--- src/rtl/mem_access_stage_pkg.sv ---
// rtl/mem_access_stage_pkg.sv - shared types and constants for the MEM pipeline stage
//
// Purpose: memory-op encoding, commit-info bit positions, FSM state type and
//          the bundle of per-instruction results latched for MEM_WB.
// Ports:   none (package)

package mem_access_stage_pkg;

    typedef enum logic [3:0] {
        NONE  = 4'd0,
        LD_B  = 4'd1,
        LD_BU = 4'd2,
        LD_H  = 4'd3,
        LD_HU = 4'd4,
        LD_W  = 4'd5,
        ST_B  = 4'd6,
        ST_H  = 4'd7,
        ST_W  = 4'd8
    } mem_op_t;

    // ld_valid bit positions
    localparam int LDV_B  = 0;
    localparam int LDV_BU = 1;
    localparam int LDV_H  = 2;
    localparam int LDV_HU = 3;
    localparam int LDV_W  = 4;

    // st_valid bit positions
    localparam int STV_B = 0;
    localparam int STV_H = 1;
    localparam int STV_W = 2;

    typedef enum logic [1:0] {
        S_IDLE  = 2'd0,
        S_WAIT  = 2'd1,
        S_DONE  = 2'd2,
        S_DRAIN = 2'd3
    } mas_state_t;

    // Everything MEM_WB and the LSU commit interface see for one instruction.
    typedef struct packed {
        logic [31:0] pc;
        logic [31:0] inst;
        logic [31:0] rw_data;
        logic [4:0]  rw_addr;
        logic        rw_en;
        logic        ram_rd_en;
        logic [7:0]  ld_valid;
        logic [31:0] ld_paddr;
        logic [7:0]  st_valid;
        logic [31:0] st_paddr;
        logic [31:0] st_data;
    } mem_out_t;

    function automatic logic [31:0] word_addr(input logic [31:0] a);
        return {a[31:2], 2'b00};
    endfunction

endpackage

--- src/rtl/mem_access_stage_lsu_align.sv ---
// rtl/mem_access_stage_lsu_align.sv - combinational load/store data alignment
//
// Purpose: decodes the memory op, shapes store strobes/data, extracts and
//          extends load data, and flags misaligned addresses.
// Ports:
//   mem_op_i      memory operation
//   addr_lo_i     effective address bits [1:0]
//   st_data_i     store source register
//   rdata_i       raw load word from the data RAM
//   is_load_o     op is a load
//   is_store_o    op is a store
//   misaligned_o  address not naturally aligned for the access size
//   wstrb_o       byte strobes (0 for non-stores)
//   wdata_o       lane-replicated store data (0 for non-stores)
//   ld_value_o    aligned and extended load value
//   ld_onehot_o   ld_valid encoding of the op
//   st_onehot_o   st_valid encoding of the op

import mem_access_stage_pkg::*;

module lsu_align (
    input  mem_op_t     mem_op_i,
    input  logic [1:0]  addr_lo_i,
    input  logic [31:0] st_data_i,
    input  logic [31:0] rdata_i,
    output logic        is_load_o,
    output logic        is_store_o,
    output logic        misaligned_o,
    output logic [3:0]  wstrb_o,
    output logic [31:0] wdata_o,
    output logic [31:0] ld_value_o,
    output logic [7:0]  ld_onehot_o,
    output logic [7:0]  st_onehot_o
);

    logic [31:0] shifted;

    assign shifted = rdata_i >> {addr_lo_i, 3'b000};

    always_comb begin
        is_load_o    = 1'b0;
        is_store_o   = 1'b0;
        misaligned_o = 1'b0;
        wstrb_o      = 4'b0000;
        wdata_o      = 32'h0;
        ld_value_o   = 32'h0;
        ld_onehot_o  = 8'h00;
        st_onehot_o  = 8'h00;
        case (mem_op_i)
            LD_B: begin
                is_load_o          = 1'b1;
                ld_value_o         = {{24{shifted[7]}}, shifted[7:0]};
                ld_onehot_o[LDV_B] = 1'b1;
            end
            LD_BU: begin
                is_load_o           = 1'b1;
                ld_value_o          = {24'h0, shifted[7:0]};
                ld_onehot_o[LDV_BU] = 1'b1;
            end
            LD_H: begin
                is_load_o          = 1'b1;
                misaligned_o       = addr_lo_i[0];
                ld_value_o         = {{16{shifted[15]}}, shifted[15:0]};
                ld_onehot_o[LDV_H] = 1'b1;
            end
            LD_HU: begin
                is_load_o           = 1'b1;
                misaligned_o        = addr_lo_i[0];
                ld_value_o          = {16'h0, shifted[15:0]};
                ld_onehot_o[LDV_HU] = 1'b1;
            end
            LD_W: begin
                is_load_o          = 1'b1;
                misaligned_o       = |addr_lo_i;
                ld_value_o         = shifted;
                ld_onehot_o[LDV_W] = 1'b1;
            end
            ST_B: begin
                is_store_o         = 1'b1;
                wstrb_o            = 4'b0001 << addr_lo_i;
                wdata_o            = {4{st_data_i[7:0]}};
                st_onehot_o[STV_B] = 1'b1;
            end
            ST_H: begin
                is_store_o         = 1'b1;
                misaligned_o       = addr_lo_i[0];
                wstrb_o            = 4'b0011 << {addr_lo_i[1], 1'b0};
                wdata_o            = {2{st_data_i[15:0]}};
                st_onehot_o[STV_H] = 1'b1;
            end
            ST_W: begin
                is_store_o         = 1'b1;
                misaligned_o       = |addr_lo_i;
                wstrb_o            = 4'b1111;
                wdata_o            = st_data_i;
                st_onehot_o[STV_W] = 1'b1;
            end
            default: ;
        endcase
    end

endmodule

--- src/rtl/mem_access_stage.sv ---
// rtl/mem_access_stage.sv - MEM pipeline stage: data-RAM access and load alignment
//
// Purpose: issues aligned loads/stores to the data-RAM port, waits for the
//          response, and presents writeback/commit info to MEM_WB with the
//          valid/ready stage handshake. Non-memory and misaligned ops pass
//          through combinationally.
// Ports:
//   clk, rst, flush                 clock, sync active-high reset, pipeline kill
//   ls_valid / ts_ready             upstream (EX_MEM) handshake
//   ts_valid / ns_ready             downstream (MEM_WB) handshake
//   ex_*                            instruction fields from EX_MEM
//   dreq_* / drsp_*                 data-RAM request and response
//   mem_*                           writeback info to MEM_WB
//   ld_valid/ld_paddr/st_valid/st_paddr/st_data   LSU commit info
//   ale                             address-misaligned flag

import mem_access_stage_pkg::*;

module mem_access_stage (
    input  logic        clk,
    input  logic        rst,
    input  logic        flush,
    input  logic        ls_valid,
    output logic        ts_ready,
    input  logic        ns_ready,
    output logic        ts_valid,
    input  logic [31:0] ex_pc,
    input  logic [31:0] ex_inst,
    input  logic [31:0] ex_result,
    input  logic [31:0] ex_st_data,
    input  logic [4:0]  ex_rw_addr,
    input  logic        ex_rw_en,
    input  logic [3:0]  ex_mem_op,
    output logic        dreq_valid,
    input  logic        dreq_ready,
    output logic        dreq_we,
    output logic [31:0] dreq_addr,
    output logic [3:0]  dreq_wstrb,
    output logic [31:0] dreq_wdata,
    input  logic        drsp_valid,
    input  logic [31:0] drsp_rdata,
    output logic [31:0] mem_pc,
    output logic [31:0] mem_inst,
    output logic [31:0] mem_rw_data,
    output logic [4:0]  mem_rw_addr,
    output logic        mem_rw_en,
    output logic        mem_ram_rd_en,
    output logic [7:0]  ld_valid,
    output logic [31:0] ld_paddr,
    output logic [7:0]  st_valid,
    output logic [31:0] st_paddr,
    output logic [31:0] st_data,
    output logic        ale
);

    mas_state_t  state_q, state_d;
    mem_out_t    res_q, res_d, out_sel;

    logic        is_load, is_store, misaligned;
    logic [3:0]  wstrb;
    logic [31:0] wdata, ld_value;
    logic [7:0]  ld_onehot, st_onehot;
    logic        ld_ok, st_ok, req_ok, use_regs, capture;

    lsu_align u_align (
        .mem_op_i     (mem_op_t'(ex_mem_op)),
        .addr_lo_i    (ex_result[1:0]),
        .st_data_i    (ex_st_data),
        .rdata_i      (drsp_rdata),
        .is_load_o    (is_load),
        .is_store_o   (is_store),
        .misaligned_o (misaligned),
        .wstrb_o      (wstrb),
        .wdata_o      (wdata),
        .ld_value_o   (ld_value),
        .ld_onehot_o  (ld_onehot),
        .st_onehot_o  (st_onehot)
    );

    assign ld_ok  = is_load && !misaligned;
    assign st_ok  = is_store && !misaligned;
    // Only an aligned, live, unflushed memory op touches the bus.
    assign req_ok = ls_valid && (ld_ok || st_ok) && !flush;

    // Result as seen this cycle; in WAIT it also carries the response data,
    // which is what gets latched for DONE.
    always_comb begin
        res_d           = '0;
        res_d.pc        = ex_pc;
        res_d.inst      = ex_inst;
        res_d.rw_addr   = ex_rw_addr;
        res_d.rw_en     = ex_rw_en && !misaligned;
        res_d.ram_rd_en = ld_ok;
        res_d.rw_data   = ld_ok ? ld_value : ex_result;
        res_d.ld_valid  = ld_ok ? ld_onehot : 8'h00;
        res_d.ld_paddr  = ld_ok ? ex_result : 32'h0;
        res_d.st_valid  = st_ok ? st_onehot : 8'h00;
        res_d.st_paddr  = st_ok ? ex_result : 32'h0;
        res_d.st_data   = st_ok ? wdata : 32'h0;
    end

    always_comb begin
        state_d    = state_q;
        ts_valid   = 1'b0;
        ts_ready   = 1'b0;
        dreq_valid = 1'b0;
        use_regs   = 1'b0;
        capture    = 1'b0;
        case (state_q)
            S_IDLE: begin
                if (req_ok) begin
                    dreq_valid = 1'b1;
                    if (dreq_ready) begin
                        state_d = S_WAIT;
                    end
                end else begin
                    ts_valid = ls_valid;
                    ts_ready = ns_ready;
                end
            end
            S_WAIT: begin
                if (flush) begin
                    // A response coincident with the flush is the one we would
                    // otherwise have to drain, so there is nothing left to wait for.
                    state_d = drsp_valid ? S_IDLE : S_DRAIN;
                end else if (drsp_valid) begin
                    capture = 1'b1;
                    state_d = S_DONE;
                end
            end
            S_DONE: begin
                use_regs = 1'b1;
                ts_valid = 1'b1;
                ts_ready = ns_ready;
                if (flush || ns_ready) begin
                    state_d = S_IDLE;
                end
            end
            S_DRAIN: begin
                if (drsp_valid) begin
                    state_d = S_IDLE;
                end
            end
            default: state_d = S_IDLE;
        endcase
        if (rst) begin
            ts_valid   = 1'b0;
            ts_ready   = 1'b0;
            dreq_valid = 1'b0;
            capture    = 1'b0;
        end
    end

    always_ff @(posedge clk) begin
        if (rst) begin
            state_q <= S_IDLE;
            res_q   <= '0;
        end else begin
            state_q <= state_d;
            if (capture) begin
                res_q <= res_d;
            end
        end
    end

    always_comb begin
        out_sel = res_d;
        if (rst) begin
            out_sel = '0;
        end else if (use_regs) begin
            out_sel = res_q;
        end
    end

    assign mem_pc        = out_sel.pc;
    assign mem_inst      = out_sel.inst;
    assign mem_rw_data   = out_sel.rw_data;
    assign mem_rw_addr   = out_sel.rw_addr;
    assign mem_rw_en     = out_sel.rw_en;
    assign mem_ram_rd_en = out_sel.ram_rd_en;
    assign ld_valid      = out_sel.ld_valid;
    assign ld_paddr      = out_sel.ld_paddr;
    assign st_valid      = out_sel.st_valid;
    assign st_paddr      = out_sel.st_paddr;
    assign st_data       = out_sel.st_data;

    // The registered result is always aligned, so ale only reflects the live input.
    assign ale        = !rst && !use_regs && ls_valid && misaligned;
    assign dreq_we    = !rst && is_store;
    assign dreq_addr  = rst ? 32'h0 : word_addr(ex_result);
    assign dreq_wstrb = rst ? 4'h0 : wstrb;
    assign dreq_wdata = rst ? 32'h0 : wdata;

endmodule

--- config.mk ---
export PLATFORM = sky130hd
export DESIGN_NAME = mem_access_stage
export DESIGN_NICKNAME = d
export VERILOG_FILES = /design/src/rtl/mem_access_stage_pkg.sv /design/src/rtl/mem_access_stage_lsu_align.sv /design/src/rtl/mem_access_stage.sv
export SDC_FILE = /design/constraint.sdc
export NUM_CORES = 1
export LEC_CHECK = 0
export BUFFER_PORTS_ARGS = -buffer_cell sky130_fd_sc_hd__buf_2
export CAP_MARGIN = 0
export CELL_PAD_IN_SITES_DETAIL_PLACEMENT = 0
export CELL_PAD_IN_SITES_GLOBAL_PLACEMENT = 2
export CORE_ASPECT_RATIO = 0.7
export CORE_MARGIN = 2
export CORE_UTILIZATION = 27
export CTS_CLUSTER_SIZE = 10
export DETAILED_ROUTE_END_ITERATION = 10
export GPL_TIMING_DRIVEN = 0
export MAX_ROUTING_LAYER = met4
export PLACE_DENSITY_LB_ADDON = 0.15
export SKIP_CTS_REPAIR_TIMING = 1
export SYNTH_ARGS = -nofsm -noshare
export SYNTH_HDL_FRONTEND = slang
export SYNTH_SLANG_ARGS = --single-unit
--- constraint.sdc ---
create_clock -name clk -period 2.85 [get_ports clk]
set_clock_uncertainty 0.2 [all_clocks]
set_input_delay 0.285 -clock clk [delete_from_list [all_inputs] [get_ports clk]]
set_output_delay 0.285 -clock clk [all_outputs]
set_load 0.1 [all_outputs]
==> impl_metrics.yaml <==
floorplan:
  die_h_um: 187
  start_util_pct: 27.2
  io_pins: 465
  die_area_um2: 49800
  rows: 67
  die_w_um: 266
  core_um2: 47600
yosys:
  synth_common_cells: "nand2_1 (460), dfxtp_1 (209), nand3b_1 (196)"
  synth_top_family_by_area: "simple AND/OR/NAND/NOR gates"
  synthAdderAreaFrac_pct: 0
  syn_avg_cell_area_um2: 6.94
  synth_top_cell_by_area: "dfxtp_1"
  synthXorXnorAreaFrac_pct: 0
  ys_seq_area_share_pct: 32.3
  ys_ff_latch: 209
  synth.most_common_cell: "nand2_1"
  synth.area.top_cells: "dfxtp_1 (32%), nand2_1 (13%), nand3b_1 (11%), a21oi_1 (7.1%), nand3_1 (5.7%)"
  yosysWarnings: 0
  ys.flop_type: "dfxtp_1"
  synth_top_area_share_pct: 32.3
  synthCells: 1867
  synth_cell_types: 49
  synth_area_um2: 13000
  synth_compound_area_share_pct: 18.6
  synth-async-reset-ratio_pct: 0
  yosys.area_share.simple_pct: 39.2
  synth_edf_count: 0
  synthMuxAreaShare_pct: 2.87
drt:
  vias: 16279
  ant_nets: 0
  via_per_inst: 5.23
  firstDrtPassIters: 7
  drt_iter0_drc: 1282
  wl_mm: 69.6
  drc: 0
  wl_per_cell_um: 22.4
clocking:
  clock_latency_ps: 550
  clk_pin_slew_ps: 60
  cts_root_buffer: "clkbuf_16"
  cts_max_level: 1
  cts_buffer_depth: 3
  cts_tree: "yes"
  cts.sinks: 209
  cts_buffers: 26
global_routing:
  grt_max_degree: 13
  grt_pass1_vias: 14801
  grt_usage_pct: 26.9
  grt_pass1_wl_mm: 99.1
  antenna_found_initial: 1
  overflow: 0
timing:
  tightest_slew_ps: 860
  timing.hold.ws_ps: -25.6
  worst_slack_ps: 9.01
  clock.fmax_ghz: 0.352
  layout_min_cycle_time_ps: 2840
  timing.slew.headroom_pct: 42.7
  slew_violations: 0
  setup_viol: 0
  fin_crit_sh_pct: 99.7
  grt_setup_unrepaired: "true"
  final_hold_viol_count: 6
power_and_ir_drop:
  p_comb_share_pct: 32.6
  power_mw: 9.07
  p_clk_share_pct: 35.0
  pwr_density_cell_nw_per_um2: 418
  intPower_mw: 5.56
  max-vdd-ir-drop_uv: 356
  p_switching_mw: 3.51
  seq_power_share_pct: 32.3
  p_sw_share_pct: 38.7
  p_leak_nw: 8.81
critical_path:
  slowest_stage: "a211oi_4"
  end_kind: "output pin"
  worstPathCellList: "buf_6 > a21o_1 > a211oi_4 > and2_4 > clkbuf_4 > buf_12 > buf_12 > nand4_1 > a21oi_4 > buf_12"
  crit_type: "input pin to output pin"
  crit_buf_inv: 5
  slowest_delay_ps: 310
  path_common_cell: "buf_12"
  worstPathArrival_ps: 2360
  path_delay_family: "compound AO/OA/AOI/OAI gates"
  crit_path_max_fanout: 10
  cp.required_ps: 2370
  start_kind: "input pin"
hold_path:
  hold_class: "input pin to register"
placed_design:
  dpl.hpwl_mm: 52.2
  gp_congestion: 0.884
  port-buffer-count: 451
  pre_cts_slack_ps: -1230
job:
  max_cap_viol_count: 0
run_status:
  status: "finished with violations"
  failed_checks: "negative hold slack"
final_layout:
  drive_gt1_share_pct: 37.2
  fillers: 4792
  multi_input_area_um2: 9710
  synthToLayoutAreaGrowth_pct: 67.5
  register_area_um2: 4190
  fin_nets: 2656
## placed cells by master (no fill, tap or decap), types with 4 or more instances in the layout
cell           count
a211oi_1           7
a211oi_2           6
a211oi_4          24
a21oi_1           35
a21oi_2           74
a21oi_4           76
a22oi_1           25
and2_2             8
and3_1            18
buf_12            28
buf_2            266
buf_4             64
buf_6            131
buf_8             41
clkbuf_1          70
clkbuf_16         27
clkbuf_2          47
clkbuf_4          29
conb_1            10
dfxtp_1          207
dlygate4sd3_1    110
mux2_2            15
mux2i_1           17
nand2_1          458
nand2b_1          17
nand3_1          147
nand3b_1         196
nor2_1            42
nor2_2            55
nor2b_1           36
nor3_1            26
o21ai_0           55
o22ai_1           13
o22ai_2            4
o2bb2ai_1         24
o31ai_1           26
o32ai_4            7
## flip-flops by register name, summed over array words and instances (netlist names)
signal / cells
res_q: 207
state_q: 2
## cell type report
| cell class | count | share of cell area (%) |
|---|---|---|
| Antenna cell | 2 | 0.0230 |
| Buffer | 204 | 5.58 |
| Clock buffer | 39 | 3.46 |
| Clock inverter | 2 | 0.0461 |
| Inverter | 3 | 0.0691 |
| Multi-Input combinational cell | 1459 | 44.7 |
| Sequential cell | 209 | 19.3 |
| Tap cell | 621 | 3.58 |
| Timing Repair Buffer | 576 | 23.2 |
## power by group through the flow
stage	Sequential (mW)	Combinational, mW	Clock, mW
global placement	3.00	2.57	0
finish	2.93	2.96	3.18
CTS	2.93	2.58	3.25
global route	2.93	3.06	3.36
floorplan	3.00	1.94	0
detailed placement	3.00	2.58	0
## worst paths after layout
| path | start | to | slack (ps) | depth (start not counted) |
|---|---|---|---|---|
| max | ex_mem_op[0] | ld_valid[2] | 9 | 10 |
| min | ex_result[20] | res_q[139] | -30 | 3 |
| max reg2reg | state_q[1] | res_q[212] | 200 | 7 |
| min reg2reg | res_q[146] | res_q[146] | 270 | 1 |
## cells by family after synthesis
family / after synthesis
compound gates: 390
buf+inv: 208
flops: 209
mux: 34
other cells: 1
simple gates: 1025
## worst min-delay path, delay by kind of cell
kind | cells | cell delay, ps
AOI/OAI and AO/OA | 2 | 250
buffers and inverters | 1 | 160
## metal layers
metal	GRT usage [%]	share of wire, %	vias up
li1	-	-	7663
met1	38.5	47	7946
met2	39.5	44	598
met3	4.98	7.2	72
met4	4.56	1.6	0
met5	-	0	-
## metrics by stage
| stage | utilization [%] | cell area (um^2) | setup TNS [ps] | cells |
|---|---|---|---|---|
| finish | 45.6 | 21700 | 0 | 3115 |
| global route | 45.6 | 21700 | -937 | 3113 |
| CTS | 38.8 | 18500 | -302580 | 2989 |
| detailed placement | 37.2 | 17700 | -205080 | 2948 |
| global placement | 37.2 | 17700 | -202840 | 2948 |
| floorplan | - | 14700 | -3680 | 1876 |
No activity file was read; power rests on OpenSTA's default activity.
